==> src/rtl/rd_result_uart.sv <==
// rd_result_uart: queues SDRAM read results and logs each one as an ASCII hex
// line "AAAAAAA:DDDD\r\n" on an 8N1 UART TX pin.
// Build macro RD_UART_SEQ_EN: prefix each line with the 2-digit hex line count
// taken at LOAD time, followed by a space.

module rd_result_uart #(
    parameter int unsigned ADDR_W     = 25,
    parameter int unsigned DATA_W     = 16,
    parameter int unsigned CLK_HZ     = 50000000,
    parameter int unsigned BAUD       = 115200,
    parameter int unsigned FIFO_DEPTH = 4
) (
    input  logic              iCLK,
    input  logic              iRST_n,
    input  logic              iACK,
    input  logic [DATA_W-1:0] iDATA,
    input  logic [ADDR_W-1:0] iADDR,
    output logic              oTXD,
    output logic              oBUSY,
    output logic              oOVERFLOW,
    output logic [7:0]        oLINES
);

    localparam int unsigned DIV         = CLK_HZ / BAUD;
    localparam int unsigned CNT_W       = $clog2(DIV);
    localparam int unsigned PTR_W       = $clog2(FIFO_DEPTH);
    localparam int unsigned CNTF_W      = PTR_W + 1;
    localparam int unsigned ENTRY_W     = ADDR_W + DATA_W;
    localparam int unsigned ADDR_DIGITS = (ADDR_W + 3) / 4;
    localparam int unsigned DATA_DIGITS = (DATA_W + 3) / 4;
    localparam int unsigned ADDR_PW     = ADDR_DIGITS * 4;
    localparam int unsigned DATA_PW     = DATA_DIGITS * 4;
`ifdef RD_UART_SEQ_EN
    localparam int unsigned PRE_N       = 3;
`else
    localparam int unsigned PRE_N       = 0;
`endif
    localparam int unsigned NUM_CHARS   = PRE_N + ADDR_DIGITS + 1 + DATA_DIGITS + 2;
    localparam int unsigned CIDX_W      = $clog2(NUM_CHARS);

    typedef enum logic [2:0] {
        S_IDLE,
        S_LOAD,
        S_CHAR,
        S_START,
        S_BITS,
        S_STOP
    } state_t;

    state_t              state;
    logic [ENTRY_W-1:0]  mem [FIFO_DEPTH];
    logic [PTR_W-1:0]    wr_ptr;
    logic [PTR_W-1:0]    rd_ptr;
    logic [CNTF_W-1:0]   count;
    logic [CNTF_W-1:0]   count_nx_c;
    logic                push_c;
    logic                pop_c;
    logic                full_c;
    logic [CNT_W-1:0]    baud_cnt;
    logic                baud_done_c;
    logic [2:0]          bit_idx;
    logic [7:0]          shift;
    logic [CIDX_W-1:0]   char_idx;
    logic                last_char_c;
    logic                line_done_c;
    logic                busy_nx_c;
    logic [ADDR_W-1:0]   line_addr;
    logic [DATA_W-1:0]   line_data;
    logic [ADDR_PW-1:0]  addr_pad_c;
    logic [DATA_PW-1:0]  data_pad_c;
    int                  char_pos_c;
    int unsigned         nib_sh_c;
    logic [3:0]          nib_c;
    logic [7:0]          char_c;
`ifdef RD_UART_SEQ_EN
    logic [7:0]          seq_tag;
`endif

    function automatic logic [7:0] hex_char(input logic [3:0] n);
        return (n < 4'd10) ? (8'h30 + 8'(n)) : (8'h37 + 8'(n));
    endfunction

    // FIFO push/pop decisions; a pop frees a slot for a same-cycle push
    always_comb begin
        pop_c      = (state == S_LOAD);
        full_c     = (count == CNTF_W'(FIFO_DEPTH));
        push_c     = iACK && (!full_c || pop_c);
        count_nx_c = count;
        if (push_c && !pop_c) begin
            count_nx_c = count + CNTF_W'(1);
        end else if (!push_c && pop_c) begin
            count_nx_c = count - CNTF_W'(1);
        end
    end

    // Bit-timer, end-of-line and look-ahead busy terms
    always_comb begin
        baud_done_c = (baud_cnt == CNT_W'(DIV - 1));
        last_char_c = (char_idx == CIDX_W'(NUM_CHARS - 1));
        line_done_c = (state == S_STOP) && baud_done_c && last_char_c;
        busy_nx_c   = (count_nx_c != '0) ||
                      !(((state == S_IDLE) && (count == '0)) || line_done_c);
    end

    // Character generator for the current line position
    always_comb begin
        addr_pad_c = ADDR_PW'(line_addr);
        data_pad_c = DATA_PW'(line_data);
        char_pos_c = int'(char_idx) - int'(PRE_N);
        nib_sh_c   = 0;
        nib_c      = 4'h0;
        char_c     = 8'h0A;
        if (char_pos_c < 0) begin
`ifdef RD_UART_SEQ_EN
            if (char_pos_c == -3) begin
                char_c = hex_char(seq_tag[7:4]);
            end else if (char_pos_c == -2) begin
                char_c = hex_char(seq_tag[3:0]);
            end else begin
                char_c = 8'h20;
            end
`else
            char_c = 8'h20;
`endif
        end else if (char_pos_c < int'(ADDR_DIGITS)) begin
            nib_sh_c = 4 * (ADDR_DIGITS - 1 - unsigned'(char_pos_c));
            nib_c    = 4'(addr_pad_c >> nib_sh_c);
            char_c   = hex_char(nib_c);
        end else if (char_pos_c == int'(ADDR_DIGITS)) begin
            char_c = 8'h3A;
        end else if (char_pos_c < int'(ADDR_DIGITS + 1 + DATA_DIGITS)) begin
            nib_sh_c = 4 * (ADDR_DIGITS + DATA_DIGITS - unsigned'(char_pos_c));
            nib_c    = 4'(data_pad_c >> nib_sh_c);
            char_c   = hex_char(nib_c);
        end else if (char_pos_c == int'(ADDR_DIGITS + 1 + DATA_DIGITS)) begin
            char_c = 8'h0D;
        end
    end

    // FIFO storage; contents need no reset, pointers define validity
    always_ff @(posedge iCLK) begin
        if (push_c) begin
            mem[wr_ptr] <= {iADDR, iDATA};
        end
    end

    // FIFO pointers, occupancy and sticky overflow flag
    always_ff @(posedge iCLK) begin
        if (!iRST_n) begin
            wr_ptr    <= '0;
            rd_ptr    <= '0;
            count     <= '0;
            oOVERFLOW <= 1'b0;
        end else begin
            if (push_c) begin
                wr_ptr <= wr_ptr + PTR_W'(1);
            end
            if (pop_c) begin
                rd_ptr <= rd_ptr + PTR_W'(1);
            end
            count <= count_nx_c;
            if (iACK && !push_c) begin
                oOVERFLOW <= 1'b1;
            end
        end
    end

    // Line/character/bit sequencer driving the serial pin
    always_ff @(posedge iCLK) begin
        if (!iRST_n) begin
            state     <= S_IDLE;
            oTXD      <= 1'b1;
            oBUSY     <= 1'b0;
            oLINES    <= 8'd0;
            baud_cnt  <= '0;
            bit_idx   <= 3'd0;
            shift     <= 8'd0;
            char_idx  <= '0;
            line_addr <= '0;
            line_data <= '0;
`ifdef RD_UART_SEQ_EN
            seq_tag   <= 8'd0;
`endif
        end else begin
            oBUSY <= busy_nx_c;
            case (state)
                S_IDLE: begin
                    if (count != '0) begin
                        state <= S_LOAD;
                    end
                end
                S_LOAD: begin
                    {line_addr, line_data} <= mem[rd_ptr];
`ifdef RD_UART_SEQ_EN
                    seq_tag <= oLINES;
`endif
                    char_idx <= '0;
                    state    <= S_CHAR;
                end
                S_CHAR: begin
                    shift    <= char_c;
                    oTXD     <= 1'b0;
                    baud_cnt <= '0;
                    state    <= S_START;
                end
                S_START: begin
                    if (baud_done_c) begin
                        baud_cnt <= '0;
                        bit_idx  <= 3'd0;
                        oTXD     <= shift[0];
                        state    <= S_BITS;
                    end else begin
                        baud_cnt <= baud_cnt + CNT_W'(1);
                    end
                end
                S_BITS: begin
                    if (baud_done_c) begin
                        baud_cnt <= '0;
                        if (bit_idx == 3'd7) begin
                            oTXD  <= 1'b1;
                            state <= S_STOP;
                        end else begin
                            oTXD    <= shift[1];
                            shift   <= shift >> 1;
                            bit_idx <= bit_idx + 3'd1;
                        end
                    end else begin
                        baud_cnt <= baud_cnt + CNT_W'(1);
                    end
                end
                S_STOP: begin
                    if (baud_done_c) begin
                        baud_cnt <= '0;
                        if (last_char_c) begin
                            oLINES <= oLINES + 8'd1;
                            state  <= S_IDLE;
                        end else begin
                            char_idx <= char_idx + CIDX_W'(1);
                            state    <= S_CHAR;
                        end
                    end else begin
                        baud_cnt <= baud_cnt + CNT_W'(1);
                    end
                end
                default: state <= S_IDLE;
            endcase
        end
    end

endmodule
==> config.mk <==
export PLATFORM = sky130hd
export DESIGN_NAME = rd_result_uart
export DESIGN_NICKNAME = d
export VERILOG_FILES = /design/src/rtl/rd_result_uart.sv
export SDC_FILE = /design/constraint.sdc
export NUM_CORES = 1
export LEC_CHECK = 0
export BUFFER_PORTS_ARGS = -buffer_cell sky130_fd_sc_hd__buf_2
export CELL_PAD_IN_SITES_DETAIL_PLACEMENT = 1
export CELL_PAD_IN_SITES_GLOBAL_PLACEMENT = 2
export CORE_MARGIN = 3
export CORE_UTILIZATION = 35
export CTS_CLUSTER_SIZE = 14
export DETAILED_ROUTE_END_ITERATION = 8
export GPL_TIMING_DRIVEN = 0
export MAX_ROUTING_LAYER = met4
export PLACE_DENSITY_LB_ADDON = 0.08
export SYNTH_ARGS = -nofsm -noshare
export SYNTH_HDL_FRONTEND = slang
export SYNTH_SLANG_ARGS = --single-unit
==> constraint.sdc <==
create_clock -name iCLK -period 2.95 [get_ports iCLK]
set_input_delay 0.59 -clock iCLK [delete_from_list [all_inputs] [get_ports iCLK]]
set_output_delay 0.59 -clock iCLK [all_outputs]
set_load 0.1 [all_outputs]
==> results.toml <==
[outcome]
status = "completed"

[synth]
synthAdderAreaFrac_pct = 2.36
yosysTopAreaCell = "edfxtp_1"
synth-main-ff-cell = "edfxtp_1"
synthArstFlopShare_pct = 0
synthMuxAreaShare_pct = 11.1
synth_edf_count = 164
synth_top_area_share_pct = 46.4
synth_top_family_by_area = "simple AND/OR/NAND/NOR gates"
synth-simple-area-share_pct = 11.5
synth.net_count = 849
ys_ff_latch = 249
yosysSeqAreaShare_pct = 62.4
synthTopCellsByArea = "edfxtp_1 46%, dfxtp_1 16%, mux4_2 9.8%"
avgSynthCellArea_um2 = 13.5
synth_area_um2 = 10600
synth_xor_area_share_pct = 1.16
synth-compound-area-share_pct = 9.12
ys.warnings.count = 0
synthCells = 785
synth_cell_types = 67

[timing]
holdWs_ns = 0.257
fin_skew_ns = 0.0134
rsz0062_at_grt = "false"
hold_viol = 0
timing.slew.headroom_pct = 31.9
timing.final.crit_share_pct = 93.1
finalCriticalPeriod_ns = 2.75
timing.fmax_ghz = 0.364
tightest_slew_ns = 1.02
drv_slew = 0
setup_violations = 0

[clocking]
path_clk_slew_ns = 0.06
clockBufferDepth = 3
clk_latency_ns = 0.55
cts.sinks = 249
root_buffer = "clkbuf_16"
cts_tree = "yes"
cts_max_level = 1
numCtsBuffers = 27
ctsHoldBuffers = 0

[detailed_routing]
drc_errors = 0
num_vias = 6598
wl_per_cell_um = 19.7
initialDrtViolationCount = 253
avgViaCountPerCell = 5.15
dr.pass1.iters = 4
wirelength_um = 25200
drt.antenna.violating_nets = 0

[global_routing]
grt_pass1_wl_um = 40700
grt_max_degree = 29
grt-ovfl-total = 0
grt_pass1_vias = 7231
antenna_found_initial = 0
grt_util_all_layers_pct = 16.0

[floorplanning]
die_w_um = 180
initial_core_util_pct = 35.6
die_h_um = 180
core_area_um2 = 29800
ios = 55
die_area_um2 = 32500
placement_rows = 63

[layout]
layout-drive-gt1-share_pct = 20.1
fillers = 3063
area.growth.synth_to_final_pct = 17.0
fin_nets = 935
diodes = 0
post-route-cell-area_um2 = 12400

[hold_path]
hold_class = "input port to flop"

[setup_path]
cp-start-kind = "flop"
crit_chain = "buf_2 -> inv_1 -> ha_1 -> nor2b_4 -> nand2_1 -> ha_1 -> nor2b_1 -> o21ai_0 -> or4b_2 -> a22oi_1 -> o21a_1"
cp_data_arrival_time_ns = 3.23
critPathSlowestCell = "or4b_2"
worstPathMaxFanout = 7
worstSetupPathType = "flop to flop"
crit_path_max_incr_delay_ns = 0.66
cp-end-kind = "flop"
crit_top_cell = "ha_1"
worstPathRequired_ns = 3.44

[place]
hpwl_um = 18000
routabilityCongestion = 0.783
placed_area_um2 = 11500
io_buffers = 53

[power_and_ir_drop]
power_leakage_nw = 4.13
pwr_density_cell_nw_per_um2 = 818
vdd_drop_max_mv = 0.600

[job]
cap_violations = 0
-- path summary, 6_finish.rpt --
check / slack (ns) / from / cells after the start / end
setup / recovery: 0.20 / char_idx[2]$_SDFFE_PN0P_ / 11 / shift[6]$_SDFFE_PN0P_
hold / removal: 0.26 / iADDR[23] / 1 / mem[3][39]$_DFFE_PP_
setup reg to reg: 0.20 / char_idx[2]$_SDFFE_PN0P_ / 11 / shift[6]$_SDFFE_PN0P_
hold reg to reg: 0.46 / line_addr[19]$_SDFFE_PN0N_ / 2 / line_addr[19]$_SDFFE_PN0N_
-- area by class of cell --
cell class | instances | area (um^2) | area share [%]
Clock inverter | 20 | 214 | 1.72
Clock buffer | 30 | 687 | 5.53
Timing Repair Buffer | 58 | 353 | 2.84
Inverter | 17 | 63.8 | 0.514
Tap cell | 390 | 488 | 3.93
Buffer | 41 | 183 | 1.47
Multi-Input combinational cell | 477 | 3810 | 30.6
Sequential cell | 249 | 6630 | 53.4
-- flip-flops by register name (all words and copies together), names as in the netlist --
| register | cells |
|---|---|
| rd_ptr | 2 |
| bit_idx | 3 |
| wr_ptr | 2 |
| mem | 164 |
| line_addr | 25 |
| oBUSY | 1 |
| state | 3 |
| oTXD | 1 |
| count | 3 |
| oLINES | 8 |
| baud_cnt | 9 |
| shift | 7 |
| oOVERFLOW | 1 |
| char_idx | 4 |
| data_pad_c | 16 |
-- through the flow --
step                std cells  TNS (ns)  power, mW  util (%)  worst slack [ns]
floorplan                 785         0       6.11         -             0.243
global placement         1228    -89.36       6.75      38.2            -0.545
detailed placement       1232     -2.98       6.87      38.4            -0.662
CTS                      1282         0       10.4      41.6           0.00299
global route             1282         0       10.7      41.7           0.00416
finish                   1282         0       10.2      41.7             0.204
-- cell usage in the layout (no fill, tap or decap), types with 7 or more instances in the layout --
cell type	netlist	layout
mux2i_1	9	9
nand2_1	120	120
nor3b_1	8	8
edfxtp_1	164	164
mux4_2	46	46
dfxtp_1	85	83
and2_1	19	15
xnor2_1	11	10
buf_2	3	55
o21ai_0	21	21
a21boi_0	49	49
nand3_1	14	13
clkbuf_16	0	27
a21oi_1	19	19
nor2_1	22	22
clkbuf_1	31	33
clkinv_1	0	7
ha_1	20	20
nor2b_1	19	18
inv_1	17	17
-- timing repair --
action | CTS | global route
gates resized for setup | 10 | 6
endpoints found under the setup margin | 11 | 4
hold endpoints to repair | 0 | 0
pin swaps | 0 | 2
buffers inserted | 0 | 1
-- power breakdown --
part | internal, mW | switching (mW) | leakage, nW | total, mW
sequential | 4.20 | 0.203 | 2.20 | 4.41
clock | 2.03 | 1.38 | 0.434 | 3.41
combinational | 0.969 | 1.38 | 1.50 | 2.35
total | 7.20 | 2.96 | 4.13 | 10.2
-- cells in the mapped netlist, drive strengths merged (8+ instances only) --
cell    number
edfxtp     164
nand2      121
dfxtp       85
a21boi      49
mux4        46
clkbuf      31
nor2        22
o21ai       22
a21oi       20
ha          20
and2        19
nor2b       19
inv         17
nand3       14
buf         11
xnor2       11
mux2i        9
nor3b        8
-- critical path, delay by kind of cell, from the launching register on --
family	cells	cell delay, ns
and+or+nand+nor	4	1.05
DFF	1	0.36
AOI/OAI and AO/OA	3	0.49
adders and majority gates	2	0.50
buffers and inverters	2	0.30
-- routing by layer --
metal / vias to the layer above / wire [um] / track usage (%)
met1: 3347 / 11500 / 20.7
met4: 0 / 615 / 3.81
met3: 37 / 678 / 2.30
met2: 87 / 12400 / 27.0
met5: - / 0 / -
li1: 3127 / - / -
-- cells by family (layout without fill, tap and decap cells) --
group	Yosys count	after routing
XOR/XNOR	14	14
buffers and inverters	59	166
flip-flops	249	249
multiplexers	60	60
AND/OR/NAND/NOR	246	246
adder cells (fa/ha/maj)	20	20
AO/OA/AOI/OAI	137	137
Note: power is estimated with default switching activity, not from simulation.
